<file path="config.mk">
export PLATFORM = sky130hd
export DESIGN_NAME = fpu_cvt_arbiter_flat
export DESIGN_NICKNAME = d
export VERILOG_FILES = /design/src/rtl/fpu_cvt_arbiter_if.sv /design/src/rtl/fpu_cvt_arbiter.sv /design/src/flat_wrapper.sv
export SDC_FILE = /design/constraint.sdc
export NUM_CORES = 1
export LEC_CHECK = 0
export CORE_AREA = 2 2 81 83
export CTS_CLUSTER_SIZE = 16
export DETAILED_ROUTE_END_ITERATION = 7
export DIE_AREA = 0 0 83 85
export PLACE_DENSITY = 0.85
export SLEW_MARGIN = 20
export SYNTH_ARGS = -nofsm -noshare
export SYNTH_HDL_FRONTEND = slang
export SYNTH_SLANG_ARGS = --single-unit
</file>
<file path="constraint.sdc">
create_clock -name clk -period 3.22 [get_ports clk]
set_input_delay 0.644 -clock clk [delete_from_list [all_inputs] [get_ports clk]]
set_output_delay 0.644 -clock clk [all_outputs]
set_load 0.005 [all_outputs]
</file>
<file path="src/rtl/fpu_cvt_arbiter_if.sv">
`default_nettype none
// ============================================================================
//  Module     : fpu_cvt_arbiter_if
//  Description: Bundle of requester, conversion-unit and response signals
//               around the shared float/int conversion arbiter.
//               master = arbiter side, slave = requesters + unit side.
//  Revision   : 1.0  initial release
// ============================================================================
interface fpu_cvt_arbiter_if #(
    parameter int N_REQ  = 2,
    parameter int DATA_W = 32
);
    localparam int OWNER_W = (N_REQ > 1) ? $clog2(N_REQ) : 1;

    // requester issue side
    logic [N_REQ-1:0]        req_valid;
    logic [N_REQ-1:0]        req_ready;
    logic [5*N_REQ-1:0]      req_op;
    logic [3*N_REQ-1:0]      req_rm;
    logic [DATA_W*N_REQ-1:0] req_data;

    // conversion unit operation side
    logic                    unit_valid_in;
    logic                    unit_ready_out;
    logic [4:0]              unit_op;
    logic [2:0]              unit_rm;
    logic [DATA_W-1:0]       unit_data;

    // conversion unit result side
    logic                    unit_valid_out;
    logic                    unit_ready_in;
    logic [DATA_W-1:0]       unit_result;
    logic [4:0]              unit_flags;

    // requester response side
    logic [N_REQ-1:0]        rsp_valid;
    logic [N_REQ-1:0]        rsp_ready;
    logic [DATA_W-1:0]       rsp_result;
    logic [4:0]              rsp_flags;
    logic [OWNER_W-1:0]      owner;
    logic                    err;

    modport master (
        input  req_valid, req_op, req_rm, req_data,
        output req_ready,
        output unit_valid_in, unit_op, unit_rm, unit_data,
        input  unit_ready_out,
        input  unit_valid_out, unit_result, unit_flags,
        output unit_ready_in,
        output rsp_valid, rsp_result, rsp_flags, owner, err,
        input  rsp_ready
    );

    modport slave (
        output req_valid, req_op, req_rm, req_data,
        input  req_ready,
        input  unit_valid_in, unit_op, unit_rm, unit_data,
        output unit_ready_out,
        output unit_valid_out, unit_result, unit_flags,
        input  unit_ready_in,
        input  rsp_valid, rsp_result, rsp_flags, owner, err,
        output rsp_ready
    );
endinterface
`default_nettype wire

</file>
<file path="src/rtl/fpu_cvt_arbiter.sv">
`default_nettype none
// ============================================================================
//  Module     : fpu_cvt_arbiter
//  Description: Round-robin arbiter sharing one in-order float/int conversion
//               unit between N_REQ requesters. A small tag FIFO remembers the
//               owner of every in-flight operation so results are steered back
//               to the requester that issued them. Zero added latency.
//  Revision   : 1.0  initial release
// ============================================================================
module fpu_cvt_arbiter #(
    parameter int N_REQ     = 2,
    parameter int DATA_W    = 32,
    parameter int TAG_DEPTH = 2
) (
    input  wire logic          clk,
    input  wire logic          reset,
    fpu_cvt_arbiter_if.master  bus
);
    localparam int OWNER_W = (N_REQ > 1) ? $clog2(N_REQ) : 1;
    localparam int PTR_W   = (TAG_DEPTH > 1) ? $clog2(TAG_DEPTH) : 1;
    localparam int CNT_W   = $clog2(TAG_DEPTH + 1);

    localparam logic [CNT_W-1:0]   c_tag_depth = CNT_W'(TAG_DEPTH);
    localparam logic [PTR_W-1:0]   c_last_ptr  = PTR_W'(TAG_DEPTH - 1);
    localparam logic [OWNER_W-1:0] c_last_req  = OWNER_W'(N_REQ - 1);

    // ------------------------------------------------------------------
    // State
    // ------------------------------------------------------------------
    logic [OWNER_W-1:0] r_rr_ptr;
    logic [OWNER_W-1:0] r_tag_fifo [TAG_DEPTH];
    logic [PTR_W-1:0]   r_wr_ptr;
    logic [PTR_W-1:0]   r_rd_ptr;
    logic [CNT_W-1:0]   r_count;
    logic               r_err;

    // ------------------------------------------------------------------
    // Combinational signals
    // ------------------------------------------------------------------
    logic               w_gnt_any;
    logic [OWNER_W-1:0] w_gnt_idx;
    logic               w_nonempty;
    logic [OWNER_W-1:0] w_owner;
    logic               w_owner_ready;
    logic               w_pop;
    logic               w_can_issue;
    logic               w_issue;
    logic               w_unit_ready_in;

    assign w_nonempty = (r_count != '0);
    assign w_owner    = r_tag_fifo[r_rd_ptr];

    // Round-robin search starting at r_rr_ptr, wrapping modulo N_REQ
    always_comb begin : p_grant
        int                 cand;
        logic [OWNER_W-1:0] cand_idx;
        w_gnt_any = 1'b0;
        w_gnt_idx = '0;
        cand      = 0;
        cand_idx  = '0;
        for (int k = 0; k < N_REQ; k++) begin
            cand = int'(r_rr_ptr) + k;
            if (cand >= N_REQ) begin
                cand = cand - N_REQ;
            end
            cand_idx = OWNER_W'(cand);
            if (!w_gnt_any && bus.req_valid[cand_idx]) begin
                w_gnt_any = 1'b1;
                w_gnt_idx = cand_idx;
            end
        end
    end

    // Look up the response-accept bit of the requester owning the FIFO head
    always_comb begin : p_owner_ready
        w_owner_ready = 1'b0;
        for (int i = 0; i < N_REQ; i++) begin
            if (w_owner == OWNER_W'(i)) begin
                w_owner_ready = bus.rsp_ready[i];
            end
        end
    end

    // Result handshake back to the unit; a result with no tracked owner is never taken
    assign w_unit_ready_in = !reset && w_nonempty && w_owner_ready;
    assign w_pop           = bus.unit_valid_out && w_unit_ready_in;

    // A full FIFO still accepts an issue when the head is retiring this cycle
    assign w_can_issue = (r_count < c_tag_depth) || w_pop;
    assign w_issue     = !reset && w_gnt_any && w_can_issue && bus.unit_ready_out;

    assign bus.unit_valid_in = !reset && w_gnt_any && w_can_issue;
    assign bus.unit_ready_in = w_unit_ready_in;

    // Forward the granted requester's operation; zeros when nobody is granted
    always_comb begin : p_op_mux
        bus.unit_op   = '0;
        bus.unit_rm   = '0;
        bus.unit_data = '0;
        for (int i = 0; i < N_REQ; i++) begin
            if (w_gnt_any && (w_gnt_idx == OWNER_W'(i))) begin
                bus.unit_op   = bus.req_op[5*i +: 5];
                bus.unit_rm   = bus.req_rm[3*i +: 3];
                bus.unit_data = bus.req_data[DATA_W*i +: DATA_W];
            end
        end
    end

    // Only the granted requester sees ready, and only when issue can proceed
    always_comb begin : p_req_ready
        bus.req_ready = '0;
        for (int i = 0; i < N_REQ; i++) begin
            if (!reset && w_gnt_any && (w_gnt_idx == OWNER_W'(i))) begin
                bus.req_ready[i] = w_can_issue && bus.unit_ready_out;
            end
        end
    end

    // Steer the result-valid to the owner of the oldest in-flight operation
    always_comb begin : p_rsp_valid
        bus.rsp_valid = '0;
        for (int i = 0; i < N_REQ; i++) begin
            if (w_owner == OWNER_W'(i)) begin
                bus.rsp_valid[i] = !reset && bus.unit_valid_out && w_nonempty;
            end
        end
    end

    assign bus.rsp_result = bus.unit_result;
    assign bus.rsp_flags  = bus.unit_flags;
    assign bus.owner      = w_owner;
    assign bus.err        = r_err;

    // Advance round-robin priority to just past the requester that issued
    always_ff @(posedge clk or posedge reset) begin : p_rr_ptr
        if (reset) begin
            r_rr_ptr <= '0;
        end else if (w_issue) begin
            r_rr_ptr <= (w_gnt_idx == c_last_req) ? '0 : w_gnt_idx + 1'b1;
        end
    end

    // Tag FIFO storage: record the owner of each issued operation
    always_ff @(posedge clk or posedge reset) begin : p_tag_store
        if (reset) begin
            for (int i = 0; i < TAG_DEPTH; i++) begin
                r_tag_fifo[i] <= '0;
            end
        end else if (w_issue) begin
            r_tag_fifo[r_wr_ptr] <= w_gnt_idx;
        end
    end

    // Tag FIFO pointers and occupancy; push and pop together leave count unchanged
    always_ff @(posedge clk or posedge reset) begin : p_tag_ptrs
        if (reset) begin
            r_wr_ptr <= '0;
            r_rd_ptr <= '0;
            r_count  <= '0;
        end else begin
            if (w_issue) begin
                r_wr_ptr <= (r_wr_ptr == c_last_ptr) ? '0 : r_wr_ptr + 1'b1;
            end
            if (w_pop) begin
                r_rd_ptr <= (r_rd_ptr == c_last_ptr) ? '0 : r_rd_ptr + 1'b1;
            end
            if (w_issue && !w_pop) begin
                r_count <= r_count + 1'b1;
            end else if (!w_issue && w_pop) begin
                r_count <= r_count - 1'b1;
            end
        end
    end

    // Sticky flag for a unit result arriving with nothing outstanding
    always_ff @(posedge clk or posedge reset) begin : p_err
        if (reset) begin
            r_err <= 1'b0;
        end else if (bus.unit_valid_out && !w_nonempty) begin
            r_err <= 1'b1;
        end
    end

endmodule
`default_nettype wire

</file>
<file path="src/flat_wrapper.sv">
// flat-port wrapper written by rule: the top's interface ports become plain ports
module fpu_cvt_arbiter_flat 
#(
    parameter int N_REQ     = 2,
    parameter int DATA_W    = 32,
    parameter int TAG_DEPTH = 2
)
  (clk, reset, bus_req_valid, bus_req_op, bus_req_rm, bus_req_data, bus_req_ready, bus_unit_valid_in, bus_unit_op, bus_unit_rm, bus_unit_data, bus_unit_ready_out, bus_unit_valid_out, bus_unit_result, bus_unit_flags, bus_unit_ready_in, bus_rsp_valid, bus_rsp_result, bus_rsp_flags, bus_owner, bus_err, bus_rsp_ready);
  fpu_cvt_arbiter_if #(.N_REQ(N_REQ), .DATA_W(DATA_W)) bus_i ();
  input  wire logic clk;
  input  wire logic reset;
  input wire logic [$bits(bus_i.req_valid)-1:0] bus_req_valid;
  input wire logic [$bits(bus_i.req_op)-1:0] bus_req_op;
  input wire logic [$bits(bus_i.req_rm)-1:0] bus_req_rm;
  input wire logic [$bits(bus_i.req_data)-1:0] bus_req_data;
  output wire logic [$bits(bus_i.req_ready)-1:0] bus_req_ready;
  output wire logic [$bits(bus_i.unit_valid_in)-1:0] bus_unit_valid_in;
  output wire logic [$bits(bus_i.unit_op)-1:0] bus_unit_op;
  output wire logic [$bits(bus_i.unit_rm)-1:0] bus_unit_rm;
  output wire logic [$bits(bus_i.unit_data)-1:0] bus_unit_data;
  input wire logic [$bits(bus_i.unit_ready_out)-1:0] bus_unit_ready_out;
  input wire logic [$bits(bus_i.unit_valid_out)-1:0] bus_unit_valid_out;
  input wire logic [$bits(bus_i.unit_result)-1:0] bus_unit_result;
  input wire logic [$bits(bus_i.unit_flags)-1:0] bus_unit_flags;
  output wire logic [$bits(bus_i.unit_ready_in)-1:0] bus_unit_ready_in;
  output wire logic [$bits(bus_i.rsp_valid)-1:0] bus_rsp_valid;
  output wire logic [$bits(bus_i.rsp_result)-1:0] bus_rsp_result;
  output wire logic [$bits(bus_i.rsp_flags)-1:0] bus_rsp_flags;
  output wire logic [$bits(bus_i.owner)-1:0] bus_owner;
  output wire logic [$bits(bus_i.err)-1:0] bus_err;
  input wire logic [$bits(bus_i.rsp_ready)-1:0] bus_rsp_ready;
  assign bus_i.req_valid = bus_req_valid;
  assign bus_i.req_op = bus_req_op;
  assign bus_i.req_rm = bus_req_rm;
  assign bus_i.req_data = bus_req_data;
  assign bus_req_ready = bus_i.req_ready;
  assign bus_unit_valid_in = bus_i.unit_valid_in;
  assign bus_unit_op = bus_i.unit_op;
  assign bus_unit_rm = bus_i.unit_rm;
  assign bus_unit_data = bus_i.unit_data;
  assign bus_i.unit_ready_out = bus_unit_ready_out;
  assign bus_i.unit_valid_out = bus_unit_valid_out;
  assign bus_i.unit_result = bus_unit_result;
  assign bus_i.unit_flags = bus_unit_flags;
  assign bus_unit_ready_in = bus_i.unit_ready_in;
  assign bus_rsp_valid = bus_i.rsp_valid;
  assign bus_rsp_result = bus_i.rsp_result;
  assign bus_rsp_flags = bus_i.rsp_flags;
  assign bus_owner = bus_i.owner;
  assign bus_err = bus_i.err;
  assign bus_i.rsp_ready = bus_rsp_ready;
  fpu_cvt_arbiter #(.N_REQ(N_REQ), .DATA_W(DATA_W), .TAG_DEPTH(TAG_DEPTH)) u_core (.clk(clk), .reset(reset), .bus(bus_i));
endmodule
</file>
# --- Word level (Yosys, flattened, before mapping) ---
# Cells that the tools add are included.
totals:
  out_inout_bits: 85
  ff_bits: 8
  in_bits: 125
  word_cells: 84
op_classes:
  add_sub_neg: 8
  n_bitwise: 3
  magnitude_cmp: 8
  reduce_logical: 26
  mux: 32
ops:
  columns: ["cell", "count"]
  rows:
  - ["32-bit 2-to-1 mux", 2]
  - ["1-bit 2-to-1 mux", 22]
  - ["1-bit logical AND", 18]
  - ["5-bit 2-to-1 mux", 2]
  - ["2-bit greater-or-equal comparator (second input constant)", 3]
  - ["3-bit 2-to-1 mux", 2]
  - ["1-bit logical NOT", 5]
  - ["1-bit by 2-bit less-than comparator with 1-bit output (second input constant)", 2]
  - ["2-bit 2-to-1 mux", 2]
  - ["1-bit inverter with 2-bit output", 2]
  - ["2-bit nonzero test", 2]
  - ["1-bit adder (second input constant)", 3]
  - ["1-bit by 1-bit adder with 2-bit output (second input constant)", 1]
  - ["2-bit by 1-bit adder with 2-bit output (second input constant)", 1]
  - ["2-bit bitwise mux", 1]
  - ["1-bit by 2-bit greater-or-equal comparator with 1-bit output (second input constant)", 1]
  - ["2-bit by 1-bit less-than comparator with 1-bit output (second input constant)", 1]
  - ["2-bit less-than comparator (second input constant)", 1]
  - ["1-bit subtractor (second input constant)", 2]
  - ["2-bit by 1-bit subtractor with 2-bit output (second input constant)", 1]
  - ["1-bit demux with 1-bit select", 1]
  - ["1-bit logical OR", 1]
  - ["1-bit inverter", 1]

# --- Logic depth before layout (Yosys ltp) ---
# Gate-level depths: netlist of the first run.
depth:
  depth_word: 15
  ltp_mapped: 9
  depth_no_buf: 9

# --- Worst setup path after synthesis of the first run ---
# Ideal clock, no wire load.
synth_path:
  path_type: "in2out"
  startpoint: "in reset"
  endpoint: "out bus_req_ready[0]"
  t_required_ns: 2.576
  n_path_buf: 0
  stages: 5
  setup_slack_ns: 1.017
  t_arrival_ns: 1.559
  cell_sequence: "inv_1 -> o211ai_1 -> o21ai_2 -> and2_1 -> and3_1"
synth_between:
  elab_chain_len: 7
  elab_cells_between_ends: 9
  cone_classes: "mux: 1; reduce/logical: 8"
synth_lines:
  columns: ["element", "line", "source"]
  rows:
  - ["start: declaration", "flat_wrapper.sv:11", "input wire logic reset;"]
  - ["1-bit logical NOT (*)", "fpu_cvt_arbiter.sv:85, fpu_cvt_arbiter.sv:113", null]
  - ["1-bit logical AND (2 in series)", "fpu_cvt_arbiter.sv:85", "assign w_unit_ready_in = !reset && w_nonempty && w_owner_ready;"]
  - ["1-bit logical AND", "fpu_cvt_arbiter.sv:86", "assign w_pop = bus.unit_valid_out && w_unit_ready_in;"]
  - ["1-bit logical OR", "fpu_cvt_arbiter.sv:89", "assign w_can_issue = (r_count < c_tag_depth) || w_pop;"]
  - ["1-bit logical AND", "fpu_cvt_arbiter.sv:114", "bus.req_ready[i] = w_can_issue && bus.unit_ready_out;"]
  - ["1-bit 2-to-1 mux (*)", "fpu_cvt_arbiter.sv:113", "if (!reset && w_gnt_any && (w_gnt_idx == OWNER_W'(i))) begin"]
  - ["end: declaration", "flat_wrapper.sv:16", "output wire logic [$bits(bus_i.req_ready)-1:0] bus_req_ready;"]
# Every way passes the cells marked *; elsewhere a longest branch is shown, timed or not.

# --- Worst setup path after layout of the first run ---
# Same ends and word-level chain as after synthesis.

==> metrics.md, run 1 <==
| Metric | Value |
|---|---|
| Status | finished clean |
| Relative slew slack | 0.6989 |
| Die area | between 7000 and 8000 µm² |
| Clock skew | 2.319 ps |
| Number of hold violations in the final report | 0 |
| Count leader, synth | a22o_1 |
| Largest family of logic cells by synthesized area | compound AO/OA/AOI/OAI gates |
| Synth Area in Compound Gates | 0.3557 |
| First-pass GRT wire length | 6699 µm |
| EDFF count, synth | 0 |
| Yosys warning total | 0 |
| Clock sinks | 8 |
| Post_cts resized | 0 |
| CP max stage delay | roughly 500 ps |
| # nets final | 355 |
| Pleak | 0.9536 nW |
| Drt via density | ~4.5 |
| Hold-fix buffers at CTS | 0 |
| Largest net degree at the start of global routing | 32 |
| CP Data Arrival Time | 2460 ps |
| Achievable Freq | 321.9 MHz |
| CP cell instances | clkdlybuf4s50_1 > inv_1 > o211ai_1 > o21ai_2 > and2_1 > and3_1 > clkdlybuf4s50_1 |
| Post-CTS Setup Inserts | 0 |
| Fin crit share | 0.9647 |
| Worst slack, placed | approximately 94 ps |
| Wire length per cell | ~14 µm |
| Area growth syn-to-layout | 115.7% |
| Worst-Skew Late Latency | between 200 and 250 ps |
| Routed Antenna Nets | 0 |
| Synth top area share | 0.3182 |
| Worst-path maximum fanout | 4 |
| RSZ-0062 raised after global routing | false |
| Met2 Use GR | 0.2163 |
| DR pass1 iterations | 4 |
| Async S/R FF share, synth | 1.000 |
| TritonCTS clock tree | built |
| Starting density of the core | 0.1775 |
| Dpl hpwl | 3632 µm |
| Synth cell count leaders | a22o_1 (40), buf_4 (37), clkbuf_1 (8), dfrtp_1 (8), nor2_1 (6) |
| Pins Over Slew Limit | 0 |
| Fraction of layout cells with a size suffix above 1 | 0.07048 |
| Main flop type after synthesis | dfrtp_1 |
| Crit-path slowest cell | clkdlybuf4s50_1 |
| CTS root buf | clkbuf_8 |
| Diodes inserted | 0 |
| Final GP Congestion | roughly 0.84 |
| Fill cells | between 600 and 700 |
| Cell mode on critical path | clkdlybuf4s50_1 |
| IO Port Bufs | 135 |
| H-Tree Depth | 1 |
| Sequential share of the synthesized area | 0.1818 |
| Routing usage on met1 | 0.1188 |
| Syn Area/Cell | about 8.6 µm² |
| Post-Synth Simple-Gate Area | 0.06591 |
| Initial antenna violation count | 0 |
| Routing usage on met3 | 0.03113 |
| GRT Util Overall | 0.1129 |
| Total Wirelength | 4224 µm |
| Mapped Area | approximately 1100 µm² |
| Clock buffer depth | 2 |
| Area of the multi-input gates | 600.6 µm² |
| Worst slew pin tran | roughly 450 ps |
| Setup violators final | 0 |
| Synth Register Bits | 8 |
| Clock-pin slew on the worst setup and hold paths | about 40 ps |
| HP Class | reg -> reg |
| Setup_tns | 0 ps |
| Post-synth net total | between 200 and 300 |
| Die extent in x | about 83 µm |
| Max VDD drop | between 200 and 250 µV |
| Cell taking the most area after synthesis | a22o_1 |
| GRT Max-Usage Layer | met2 |
| Synth Area in XOR/XNOR | 0.03977 |
| Setup slack after layout | between 100 and 150 ps |
| Critical Path End Type | primary output |
| Seq. cell area | about 200 µm² |
| Pwr Total | around 980 µW |
| DRC viols | 0 |
| Tmin final | between 3000 and 4000 ps |
| Crit Path Category | in -> out |
| PwrDens | around 410 nW/µm² |
| Post-Synth Adder-Cell Area | 0.01136 |
| Core ar. | between 6000 and 7000 µm² |
| Die H | ~85 µm |
| Maxcap violations | 0 |
| # IOs | between 200 and 250 |
| Num CTS Buffers | 3 |
| Mux contribution to synthesized area | 0.05227 |
| FP Rows | 29 |
| Top post-synthesis cells by area | a22o_1 (32%), buf_4 (25%), dfrtp_1 (18%), clkbuf_1 (2.7%), xnor2_1 (2.4%) |
| Gr ovfl total | 0 |
| Initial DRC Count | 14 |
| WP data required | ~2600 ps |
| Critical Path Source Type | input port |
| Yosys cell types | 26 |
| Vias in the first global route | between 1,000 and 1,500 |
| DR vias | around 1,400 |
| Syn Inst Count | around 130 |
==> layout make-up <==
cell class	count	share of cell area
repair buffers	141	0.5985
multi-input cells	71	0.2529
flip-flops and latches	8	0.08430
well taps	77	0.04057
clock buffers	3	0.01739
inverters	4	0.006322
==> per-layer routing <==
layer | vias up | share of wire | wire length (µm)
met4 | 0 | 0.014 | 61
li1 | 639 | - | -
met5 | - | 0 | 0
met2 | 96 | 0.53 | 2228
met1 | 609 | 0.36 | 1535
met3 | 12 | 0.094 | 399
==> worst paths after layout <==
path | startpoint | to | slack [ps] | cells after the start
setup / recovery | reset | bus_req_ready[0] | 110 | 7
max in group asynchronous | reset | u_core.r_rd_ptr | 2300 | 3
min in group asynchronous | reset | u_core.bus.err | 790 | 3
hold / removal | u_core.bus.err | u_core.bus.err | 460 | 1
hold reg to reg | u_core.bus.err | u_core.bus.err | 460 | 1
setup reg to reg | u_core.r_rd_ptr | u_core.r_count[1] | 1010 | 10
==> per-stage QoR <==
step	area, µm²	std cells	hold WS (ps)	util
floorplan	1101	128	451.0	-
global placement	2333	301	442.3	0.3761
detailed placement	2333	301	454.9	0.3761
CTS	2375	304	464.1	0.3827
global route	2375	304	493.1	0.3827
finish	2375	304	460.5	0.3827
==> where the power goes <==
part	switching (mW)	total, mW	internal [mW]
sequential	0.0449	0.191	0.146
combinational	0.233	0.674	0.441
clock	0.0374	0.118	0.0808
total	0.315	0.983	0.668
==> layout by cell type, fill, tap and decap left out, drive strengths merged <==
master / count
a21boi: 1
a21o: 1
a21oi: 1
a22o: 40
and2: 1
and3: 1
buf: 6
clkbuf: 3
clkdlybuf4s50: 135
dfrtp: 8
ha: 1
inv: 4
mux2: 3
mux2i: 2
nand3: 1
nand4: 1
nand4b: 1
nor2: 6
nor2b: 1
nor3: 1
o211ai: 1
o21ai: 2
or2: 1
xnor2: 3
xor2: 2
==> logic make-up after synthesis <==
family          after synthesis
xor+xnor                      5
compound gates               46
buf+inv                      49
fa+ha+maj                     1
simple gates                 14
flops                         8
mux                           5
==> flip-flops by register name, indices dropped and copies added, names as in the netlist <==
name,flops
u_core.bus.err,1
u_core.r_wr_ptr,1
u_core.r_rr_ptr,1
u_core.r_tag_fifo,2
u_core.r_rd_ptr,1
u_core.r_count,2
==> worst max-delay path, delay by kind of cell <==
family | cells | cell delay (ps)
buffers and inverters | 3 | 1040
AOI/OAI and AO/OA | 2 | 440
and+or+nand+nor | 2 | 340
No activity file was read; power rests on OpenSTA's default activity.
==> run 2, diff against run 1 <==
- CTS_CLUSTER_SIZE: 16 -> 30
==> results of run 2 <==
Final layout, timing and power as in run 1 (identical DEF).
==> run 3, diff against run 2 <==
- CAP_MARGIN: not set -> 25
- CORE_AREA: 2 2 81 83 -> not set
- CORE_MARGIN: not set -> 4
- CORE_UTILIZATION: not set -> 20
- DIE_AREA: 0 0 83 85 -> not set
- PLACE_DENSITY: 0.85 -> 0.93
- clock period: 3.22 -> 3.1 ns (I/O delays scaled with it)
==> run 3 against run 2 <==
Effect of this change:
- via count grew 0.88%
- register-to-register slack got worse by 60 ps
- non-clock buffer count unchanged
- hold slack gained 0.93 ps
- critical endpoint unchanged
- routed wire length grew 15%
- sequential power is 4% higher
- highest routed layer unchanged
- power up 3.1%
- critical path type unchanged
- die area down 4.2%
==> metrics.md, run 3 (synthesis results as in run 1) <==
| Metric | Value |
|---|---|
| Die H | roughly 80 µm |
| GRT Util Overall | 0.1301 |
| Maxcap violations | 0 |
| # IOs | 210 |
| PwrDens | ~430 nW/µm² |
| Gr ovfl total | 0 |
| Core ar. | roughly 5200 µm² |
| Clock sinks | 8 |
| Achievable Freq | 335.9 MHz |
| Initial antenna violation count | 0 |
| Commonest cells after routing, fill and taps aside | clkdlybuf4s50_1 (135), a22o_1 (40), dfrtp_1 (8) |
| Clock-pin slew on the worst setup and hold paths | about 40 ps |
| CTS root buf | clkbuf_8 |
| Die extent in x | 82.20 µm |
| Post-Layout Cell Count | roughly 300 |
| Vias in the first global route | around 1,300 |
| Wire length per cell | 16.37 µm |
| Clock buffer depth | 2 |
| DP Cell Count | 294 |
| RSZ-0062 raised after global routing | false |
| DR vias | ~1,400 |
| First-pass GRT wire length | between 6000 and 7000 µm |
| Fill cells | 504 |
| Tmin final | 2977 ps |
| Num CTS Buffers | 3 |
| Largest net degree at the start of global routing | 31 |
| Setup_tns | 0 ps |
| Cell Int Power | 690.5 µW |
| WP data required | roughly 2500 ps |
| Logic pwr share | 0.684 |
| Worst-path maximum fanout | 4 |
| Pleak | between 0.9 and 1 nW |
| Crit Path Category | in -> out |
| # nets final | around 360 |
| H-Tree Depth | 1 |
| Cell Area, Placed | about 2300 µm² |
| Sequential power share | 0.196 |
| Starting density of the core | 0.2115 |
| Fraction of layout cells with a size suffix above 1 | 0.07048 |
| Clock skew | 2.686 ps |
| Pins Over Slew Limit | 0 |
| Critical Path Source Type | input port |
| Status | finished clean |
| Area growth syn-to-layout | 114.1% |
| Drt via density | 4.606 |
| Setup violators final | 0 |
| Fin crit share | 0.9604 |
| Critical Path End Type | primary output |
| Post-Route Utilization | 0.4529 |
| Pwr Total | 1.013 mW |
| Hold-fix buffers at CTS | 0 |
| Routed Antenna Nets | 0 |
| NetSw | roughly 320 µW |
| Fin area | 2357 µm² |
| HP Class | reg -> reg |
| FP Rows | 26 |
| Die area | just under 7000 µm² |
| Relative slew slack | 0.7564 |
| Initial DRC Count | 35 |
| Worst slew pin tran | 363.8 ps |
| Number of hold violations in the final report | 0 |
| IO Port Bufs | about 140 |
| Total Wirelength | 4861 µm |
| Dpl hpwl | between 4000 and 5000 µm |
| TritonCTS clock tree | built |
| Worst-Skew Late Latency | around 230 ps |
| DR pass1 iterations | 4 |
| Most common cell after layout, fill and taps aside | clkdlybuf4s50_1 |
| Final GP Congestion | 0.7558 |
| Diodes inserted | 0 |
| Regs by FF count | u_core.r_count x2, u_core.r_tag_fifo x2 |
| Max VDD drop | between 150 and 200 µV |
| DRC viols | 0 |
| CP Data Arrival Time | ~2400 ps |
| Clock network power share | 0.120 |
| Switching part of the total power | 0.3186 |
## run 3: power groups by stage
stage               clock network [mW]  logic [mW]  registers, mW
floorplan                            0       0.323          0.185
global placement                     0       0.683          0.196
detailed placement                   0       0.704          0.200
CTS                              0.126       0.705          0.199
global route                     0.132       0.746          0.206
finish                           0.122       0.693          0.199
## run 3: layer usage
| metal | share of wire | vias to the layer above | global-route usage |
|---|---|---|---|
| met5 | 0 | - | 0 |
| met4 | 0.0093 | 0 | 0.04485 |
| met3 | 0.13 | 6 | 0.04447 |
| met2 | 0.54 | 105 | 0.2564 |
| met1 | 0.32 | 621 | 0.1224 |
| li1 | - | 636 | - |
## run 3: worst max-delay path: stages
cell	delay, ps
clkdlybuf4s50_1	450
inv_1	90
o211ai_1	170
o21ai_2	220
and2_1	170
and3_1	150
clkdlybuf4s50_1	490
## run 3: final cells by class
cell class                 instances  area, µm²  share of cell area
clock buffer                       3      41.29             0.01752
inverter                           4      15.01            0.006369
multi-input combinational         71      600.6              0.2548
sequential                         8      200.2             0.08493
tap                               70      87.58             0.03716
timing repair buffer             141       1413              0.5993
## run 3: path summary, 6_finish.rpt
| kind | startpoint | end | slack, ps | cells past startpoint |
|---|---|---|---|---|
| setup / recovery | reset | bus_req_ready[0] | 120 | 7 |
| hold / removal | u_core.bus.err | u_core.bus.err | 460 | 1 |
| setup reg to reg | u_core.r_rd_ptr | u_core.r_count[1] | 950 | 9 |
| hold reg to reg | u_core.bus.err | u_core.bus.err | 460 | 1 |
| max in group asynchronous | reset | u_core.r_tag_fifo[0] | 2210 | 3 |
| min in group asynchronous | reset | u_core.bus.err | 760 | 3 |
## run 3: stage by stage
stage	setup WS [ps]	hold WS, ps
floorplan	944.7	443.8
global placement	114.0	446.8
detailed placement	57.00	456.1
CTS	53.37	465.1
global route	20.92	483.7
finish	122.8	461.5
## run 3: timing repair
item                                    in CTS  in global routing
buffers inserted                             0                  0
gates resized for setup                      0                  1
endpoints found under the setup margin       0                 14
